## config.mk

```make
export PLATFORM = sky130hd
export DESIGN_NAME = sram_mem_controller
export DESIGN_NICKNAME = d
export VERILOG_FILES = /design/src/rtl/sram_mem_controller.sv
export SDC_FILE = /design/constraint.sdc
export NUM_CORES = 1
export LEC_CHECK = 0
export ABC_AREA = 1
export BUFFER_PORTS_ARGS = -buffer_cell sky130_fd_sc_hd__buf_2
export CAP_MARGIN = 40
export CORE_ASPECT_RATIO = 0.6
export CORE_MARGIN = 2
export CORE_UTILIZATION = 37
export CTS_BUF_LIST = sky130_fd_sc_hd__clkbuf_4 sky130_fd_sc_hd__clkbuf_8
export CTS_CLUSTER_DIAMETER = 80
export DETAILED_ROUTE_END_ITERATION = 10
export SYNTH_ARGS = -nofsm -noshare
export SYNTH_HDL_FRONTEND = slang
export SYNTH_SLANG_ARGS = --single-unit
```

## constraint.sdc

```tcl
create_clock -name clk -period 1.5 [get_ports clk]
set_input_delay 0.075 -clock clk [delete_from_list [all_inputs] [get_ports clk]]
set_output_delay 0.075 -clock clk [all_outputs]
set_load 0.01 [all_outputs]
```

## src/rtl/sram_mem_controller.sv

```systemverilog
// rtl/sram_mem_controller.sv - MEM-stage 32-bit word access sequenced as two half-word async SRAM cycles
//
// Purpose: a MEM-stage load or store becomes two half-word cycles on a 16-bit async SRAM.
//   The low half is transferred first, then the high half. Each half lasts WAIT_CYCLES clocks.
//   ready is held low so the pipeline stays frozen until the word access completes.
// Ports:
//   clk, rst_n               clock (rising edge), asynchronous active-low reset
//   rd_en, wr_en             load / store request from the MEM stage (a store wins if both are set)
//   address, write_data      CPU byte address and store data
//   read_data                registered load data
//   ready                    1 = pipeline may advance, 0 = freeze
//   sram_addr                SRAM half-word address
//   sram_dq_out, sram_dq_oe  write data and its tristate enable
//   sram_dq_in               read data from the SRAM
//   sram_ce_n, sram_oe_n     chip enable and output enable, both active low
//   sram_we_n                write enable, active low
//   sram_ub_n, sram_lb_n     byte lane enables, both active low
module sram_mem_controller #(
  parameter int BASE_ADDR   = 1024,
  parameter int WAIT_CYCLES = 2,
  parameter int SRAM_ADDR_W = 18
) (
  input  logic                   clk,
  input  logic                   rst_n,
  input  logic                   rd_en,
  input  logic                   wr_en,
  input  logic [31:0]            address,
  input  logic [31:0]            write_data,
  output logic [31:0]            read_data,
  output logic                   ready,
  output logic [SRAM_ADDR_W-1:0] sram_addr,
  output logic [15:0]            sram_dq_out,
  output logic                   sram_dq_oe,
  input  logic [15:0]            sram_dq_in,
  output logic                   sram_ce_n,
  output logic                   sram_oe_n,
  output logic                   sram_we_n,
  output logic                   sram_ub_n,
  output logic                   sram_lb_n
);

  localparam int          WORD_W = SRAM_ADDR_W - 1;
  localparam logic [31:0] BASE   = 32'(BASE_ADDR);
  // The counter holds the clocks remaining in the current half; 0 marks its last clock.
  localparam logic [3:0]  RELOAD = 4'(WAIT_CYCLES - 1);

  typedef enum logic [1:0] {IDLE, LOW, HIGH, DONE} state_t;

  state_t            state;
  logic [3:0]        cnt;
  logic              is_wr;
  logic [WORD_W-1:0] word;
  logic [15:0]       wdata_hi;
  logic [WORD_W-1:0] req_word;

  // The subtraction wraps, so addresses below BASE_ADDR land at the top of the SRAM.
  assign req_word = WORD_W'((address - BASE) >> 2);

  assign ready = ((state == IDLE) && !rd_en && !wr_en) || (state == DONE);

  // The strobes are registered. Each is loaded on the edge that enters the clock it applies to.
  always_ff @(posedge clk or negedge rst_n) begin
    if (!rst_n) begin
      state       <= IDLE;
      cnt         <= '0;
      is_wr       <= 1'b0;
      word        <= '0;
      wdata_hi    <= '0;
      read_data   <= '0;
      sram_addr   <= '0;
      sram_dq_out <= '0;
      sram_dq_oe  <= 1'b0;
      sram_ce_n   <= 1'b1;
      sram_oe_n   <= 1'b1;
      sram_we_n   <= 1'b1;
      sram_ub_n   <= 1'b1;
      sram_lb_n   <= 1'b1;
    end else begin
      case (state)
        IDLE: begin
          if (rd_en || wr_en) begin
            state      <= LOW;
            cnt        <= RELOAD;
            is_wr      <= wr_en;
            word       <= req_word;
            wdata_hi   <= write_data[31:16];
            sram_addr  <= {req_word, 1'b0};
            sram_ce_n  <= 1'b0;
            sram_ub_n  <= 1'b0;
            sram_lb_n  <= 1'b0;
            sram_oe_n  <= wr_en;
            sram_dq_oe <= wr_en;
            // WAIT_CYCLES >= 2, so the first clock of a half is never the data-hold clock.
            sram_we_n  <= !wr_en;
            if (wr_en) sram_dq_out <= write_data[15:0];
          end
        end
        LOW: begin
          if (cnt == 4'd0) begin
            state     <= HIGH;
            cnt       <= RELOAD;
            sram_addr <= {word, 1'b1};
            sram_we_n <= !is_wr;
            if (is_wr) sram_dq_out     <= wdata_hi;
            else       read_data[15:0] <= sram_dq_in;
          end else begin
            cnt <= cnt - 4'd1;
            // The last clock of a half is the data-hold clock, so we_n rises on entry to it.
            if (cnt == 4'd1) sram_we_n <= 1'b1;
          end
        end
        HIGH: begin
          if (cnt == 4'd0) begin
            state      <= DONE;
            sram_ce_n  <= 1'b1;
            sram_oe_n  <= 1'b1;
            sram_we_n  <= 1'b1;
            sram_ub_n  <= 1'b1;
            sram_lb_n  <= 1'b1;
            sram_dq_oe <= 1'b0;
            if (!is_wr) read_data[31:16] <= sram_dq_in;
          end else begin
            cnt <= cnt - 4'd1;
            if (cnt == 4'd1) sram_we_n <= 1'b1;
          end
        end
        DONE: begin
          // A request still held here is only honoured after the return to IDLE.
          state <= IDLE;
        end
        default: state <= IDLE;
      endcase
    end
  end

endmodule

```

# --- Word-level counts from Yosys, hierarchy flattened ---
# Cells that the tools add are included.
totals:
  reg_bits: 110
  output_inout_bits: 73
  wordCells: 75
op_classes:
  n_reduce_logical: 21
  muxes: 28
  eq_ne: 10
  add_sub_neg: 2
  bitwise: 1
op_table:
  columns: ["operator", "count"]
  rows:
  - ["$mux W16", 4]
  - ["$mux W18", 2]
  - ["$pmux W18 S2", 1]
  - ["$pmux W16 S2", 1]
  - ["$sub A19 B11 Y19 const B", 1]
  - ["$reduce_and A3 Y1", 6]
  - ["$mux W4", 3]
  - ["$pmux W4 S3", 1]
  - ["$ne A2 B2 Y1 const B", 5]
  - ["$mux W1", 8]
  - ["$pmux W2 S4", 1]
  - ["$mux W2", 3]
  - ["$pmux W1 S2", 3]
  - ["$reduce_and A5 Y1", 1]
  - ["$eq A2 B2 Y1 const B", 2]
  - ["$eq A4 B1 Y1 const B", 1]
  - ["$logic_not A4 Y1", 1]
  - ["$reduce_and A2 Y1", 2]
  - ["$reduce_bool A2 Y1", 2]
  - ["$sub A4 B1 Y4 const B", 1]
  - ["$logic_not A1 Y1", 3]
  - ["$pmux W1 S3", 1]
  - ["$reduce_bool A3 Y1", 1]
  - ["$eq A2 B1 Y1 const B", 1]
  - ["5 further kinds", 7]

# --- Depth between registers and ports, before layout ---
depth:
  word_depth: 4
  mapped_depth: 10
  depth_no_buf: 9

# --- Least setup slack after synthesis ---
# OpenSTA, ideal clock, no wires.
synth_path:
  kind: "reg-to-reg"
  startpoint: "register state[0]"
  endpoint: "register sram_dq_out[10]"
  required_time_ns: 1.383
  setup_time_ns: 0.117
  path_buffers: 1
  stages_incl_launch_ff: 11
  period_less_slack_ns: 1.491
  arrival_time_ns: 1.374
  slack_ns: 0.009
  cell_sequence: "dfrtp_1 inv_1 ha_1 inv_1 nand2_1 nand3_4 inv_2 nand2_4 buf_6 nand2_1 nand2_1"
synth_via:
  elab_chain_len: 3
synth_rtl:
  columns: ["item", "line", "source"]
  rows:
  - ["start: declaration", "49", "state_t state;"]
  - ["start signal: assignment", "64", "state <= IDLE;"]
  - ["start signal: assignment", "82", "state <= LOW;"]
  - ["start signal: assignment", "100", "state <= HIGH;"]
  - ["$eq A2 B1 Y1 / $logic_not A2 Y1 (equally long branches)", "79", "case (state)"]
  - ["$ne A2 B2 Y1 (no source line) (tied with other cells)", null, null]
  - ["$reduce_and A5 Y1 (no source line)", null, null]
  - ["end signal: assignment", "95", "if (wr_en) sram_dq_out <= write_data[15:0];"]
  - ["end signal: assignment", "104", "if (is_wr) sram_dq_out <= wdata_hi;"]
  - ["end: declaration", "32", "output logic [15:0] sram_dq_out,"]
# Parallel ways exist; a longest one is shown, timed or not.
# A chain may end at the register's enable or synchronous reset.

# --- Final worst setup path ---
layout_path:
  startpoint: "register state[1]"
  endpoint: "register sram_addr[11]"
layout_via:
  elab_chain_len: 3
layout_rtl:
  columns: ["item", "line", "source"]
  rows:
  - ["$eq A2 B1 Y1 / $logic_not A2 Y1 (equally long branches)", "79", null]
  - ["$ne A2 B2 Y1 (no source line) (tied with other cells)", null, null]
  - ["$reduce_and A3 Y1 (no source line)", null, null]
  - ["end signal: assignment", "87", "sram_addr <= {req_word, 1'b0};"]
  - ["end signal: assignment", "102", "sram_addr <= {word, 1'b1};"]
  - ["end: declaration", "31", "output logic [SRAM_ADDR_W-1:0] sram_addr,"]
# Parallel ways exist; a longest one is shown, timed or not.

==> out/summary.txt <==
NumNets Final: 951
Detailed-route DRC error count: 0
CP startpoint kind: flip-flop
Total clock sinks: 110
R2R setup slack: -10 ps
FMAX: 660.6 MHz
Worst Path Max Fanout: 5
Status: finished with violations
Initial Util: 37.57%
Core Region: 13540 um2
Clock Root Buffer: clkbuf_8
Vias/cell: 4.659
Ys async rst share: 100.0%
Dominant cell by count in the synthesized netlist: nand2_1
Leading area contributor after synthesis: dfrtp_1
Max Cap Viol: 0
Crit path kind: reg -> reg
Clk Latency, worst-skew pair: 370 ps
Vias in the first global route: 4650
Estimated wirelength of the detail-placed design: 9479 um
Number of buffers created by CTS: 9
Fillers: 1277
Largest net degree at the start of global routing: 39
Hold_sp: address[13]
Final Core Density: 53.46%
Critical Path AT: 1780 ps
Reg clk slew, reported paths: 100 ps
Pins over their slew limit: 0
Clock Skews: 11.77 ps
Synthesized area: 5089 um2
Post-synth EDFFs: 0
Top Ports: 157
Syn nets: 731
Final setup viols: 3
Cell breakdown of the critical path: inv_2 > ha_4 > buf_6 > nand2_4 > nand3_4 > inv_4 > buf_4 > nand2_1 > nand2_1
Worst vdd ir: 0.8408 mV
Final Hold Violating Endpoints: 0
Unrepaired setup endpoints after global routing: true
Actual slew at the worst max-slew pin: 467.2 ps
Rel. slew slack: 68.86%
Cell Pwr Density: 2116 nW/um2
CTS max path bufs: 2
Req. time, crit path: 1760 ps
Die span in y: 94.84 um
Synth-to-Final Area Change: 42.29%
Family with the most delay on the worst path: buffers and inverters
Yosys cell types: 28
Hold path depth: 3
Commonest cells in the netlist: nand2_1, dfrtp_1, inv_1, o21ai_0, nor2_1
1st-pass router iterations: 6
Worst r2r src: state[1]
Seq cells post-synth: 110
CP Capture Type: flip-flop
Full die area: 14740 um2
Hold Path Class: in -> reg
Share of cells above drive strength 1: 26.77%
GPL Wtd Cong: 0.8981
Die outline width: 155.4 um
Inst Count DP: 955
Final wirelength: 14240 um
DR WL/cell: 13.71 um
Final worst-path cycle share: 100.9%
Diode count: 0
R2R Path End: sram_addr[11]
Tot GR Track Use: 19.55%
Setup TNS: -31.14 ps
Setup ws final: -13.86 ps
Failing checks: setup timing
Sequential area share after synthesis: 54.17%
Initial antenna violation count: 0
Ys flop type: dfrtp_1
Non-Filler Instances: 1038
First-pass GRT wire length: 22670 um
Vias: 4836
Top cell type's share of synthesized area: 52.62%
Crit-path max cell delay: 430 ps
Most frequent CP cell: nand2_1
Min Tclk post-route: 1514 ps
Rows: 33
Top cells by area, synth: dfrtp_1, nand2_1, o21ai_0
CTS tree: done
Final ANT Viol Nets: 0
Critical-path top delay cell: dfrtp_1
R2r worst-path depth: 9
Mean Syn Cell Area: 7.963 um2
Multi-input logic area: 2081 um2
Static Leak: 0.003891 uW
DR iter-0 viols: 296
Pre-CTS setup slack: -134.8 ps
PortBufs: 141
Register area: 2758 um2
H-tree depth: 3
Post-synthesis cell count: 639
Yosys synthesis warning count: 0
Total gr overflow: 0
CP bufs+invs: 4
Hold endpoint: word[11]
timing repair:
| item | 4_1_cts | 5_1_grt |
|---|---|---|
| hold endpoints to repair | 99 | 0 |
| gates cloned | 1 | 2 |
| pin swaps | 4 | 4 |
| gates resized for setup | 29 | 33 |
| endpoints found under the setup margin | 92 | 110 |
| hold buffers | 61 | 0 |
| setup buffers | 2 | 2 |
report_power, final:
part	switching [uW]	internal, uW
registers	797	4480
logic	4760	3500
clock network	996	789
total	6550	8770
cell type report:
| cell class | count | area share (%) |
|---|---|---|
| clock inverters | 5 | 0.8294 |
| clock buffers | 10 | 1.814 |
| repair buffers | 236 | 24.23 |
| inverters | 62 | 3.283 |
| multi-input cells | 440 | 28.74 |
| well taps | 175 | 3.024 |
| flip-flops and latches | 110 | 38.09 |
layout by cell type (no fill, tap or decap), types with 2 or more instances in the layout:
cell type	instances
ha_4	3
clkbuf_16	2
dfstp_2	3
buf_2	139
nand3_4	3
nor2_1	21
nor2_4	3
clkbuf_8	9
dlygate4sd3_1	61
nand2_1	293
nand2_4	4
o21ai_1	18
nand2_2	2
a21oi_1	3
ha_2	2
inv_1	53
o21a_1	16
inv_2	7
nor2_2	8
nand4_1	2
a31oi_1	4
nand3_1	14
buf_6	6
buf_12	8
ha_1	3
dfrtp_1	106
o21ai_0	34
inv_4	2
buf_4	19
routing by layer:
| metal | up-vias | wire, um | track usage, % |
|---|---|---|---|
| met2 | 147 | 6433 | 31.08 |
| met1 | 2262 | 6830 | 27.35 |
| met5 | - | 0 | 0 |
| met3 | 22 | 712 | 4.130 |
| met4 | 0 | 259 | 5.352 |
| li1 | 2405 | - | - |
stage by stage:
step                hold WS, ps  area (um2)  power (uW)
floorplan                -220.6        5089        9759
global placement          45.98        6140       12230
detailed placement        55.62        6140       12460
CTS                       1.956        7109       14920
global route              12.39        7241       16740
finish                    29.61        7241       15320
worst max-delay path by stage:
stage                         from               to  slack [ps]  cells past startpoint
after detailed placement  state[0]           cnt[3]        -130                      8
final                     state[1]    sram_addr[11]         -10                      9
after global placement    state[0]           cnt[0]         -80                      7
after floorplan           state[0]  sram_dq_out[10]           9                     10
after CTS                 state[0]    read_data[27]         -40                      7
after global routing      state[0]           cnt[0]        -110                      8
cells by family after synthesis:
logic type               count (synthesis)  synth area share [%]
AND/OR/NAND/NOR                        353                 27.47
flip-flops                             110                 54.17
buffers and inverters                   89                 7.598
AO/OA/AOI/OAI                           78                 8.631
adder cells (fa/ha/maj)                  8                 1.967
XOR/XNOR                                 1                0.1721
sequential cells by signal, indices dropped and copies added (netlist names), 2 cells and up:
name,count
read_data,32
sram_addr,18
cnt,4
state,2
word,17
wdata_hi,16
sram_dq_out,16
tightest hold or removal path: stages:
cell and delay, ps:
buf_2 110, nand2_1 90, a31oi_1 90
Note: power is estimated with default switching activity, not from simulation.
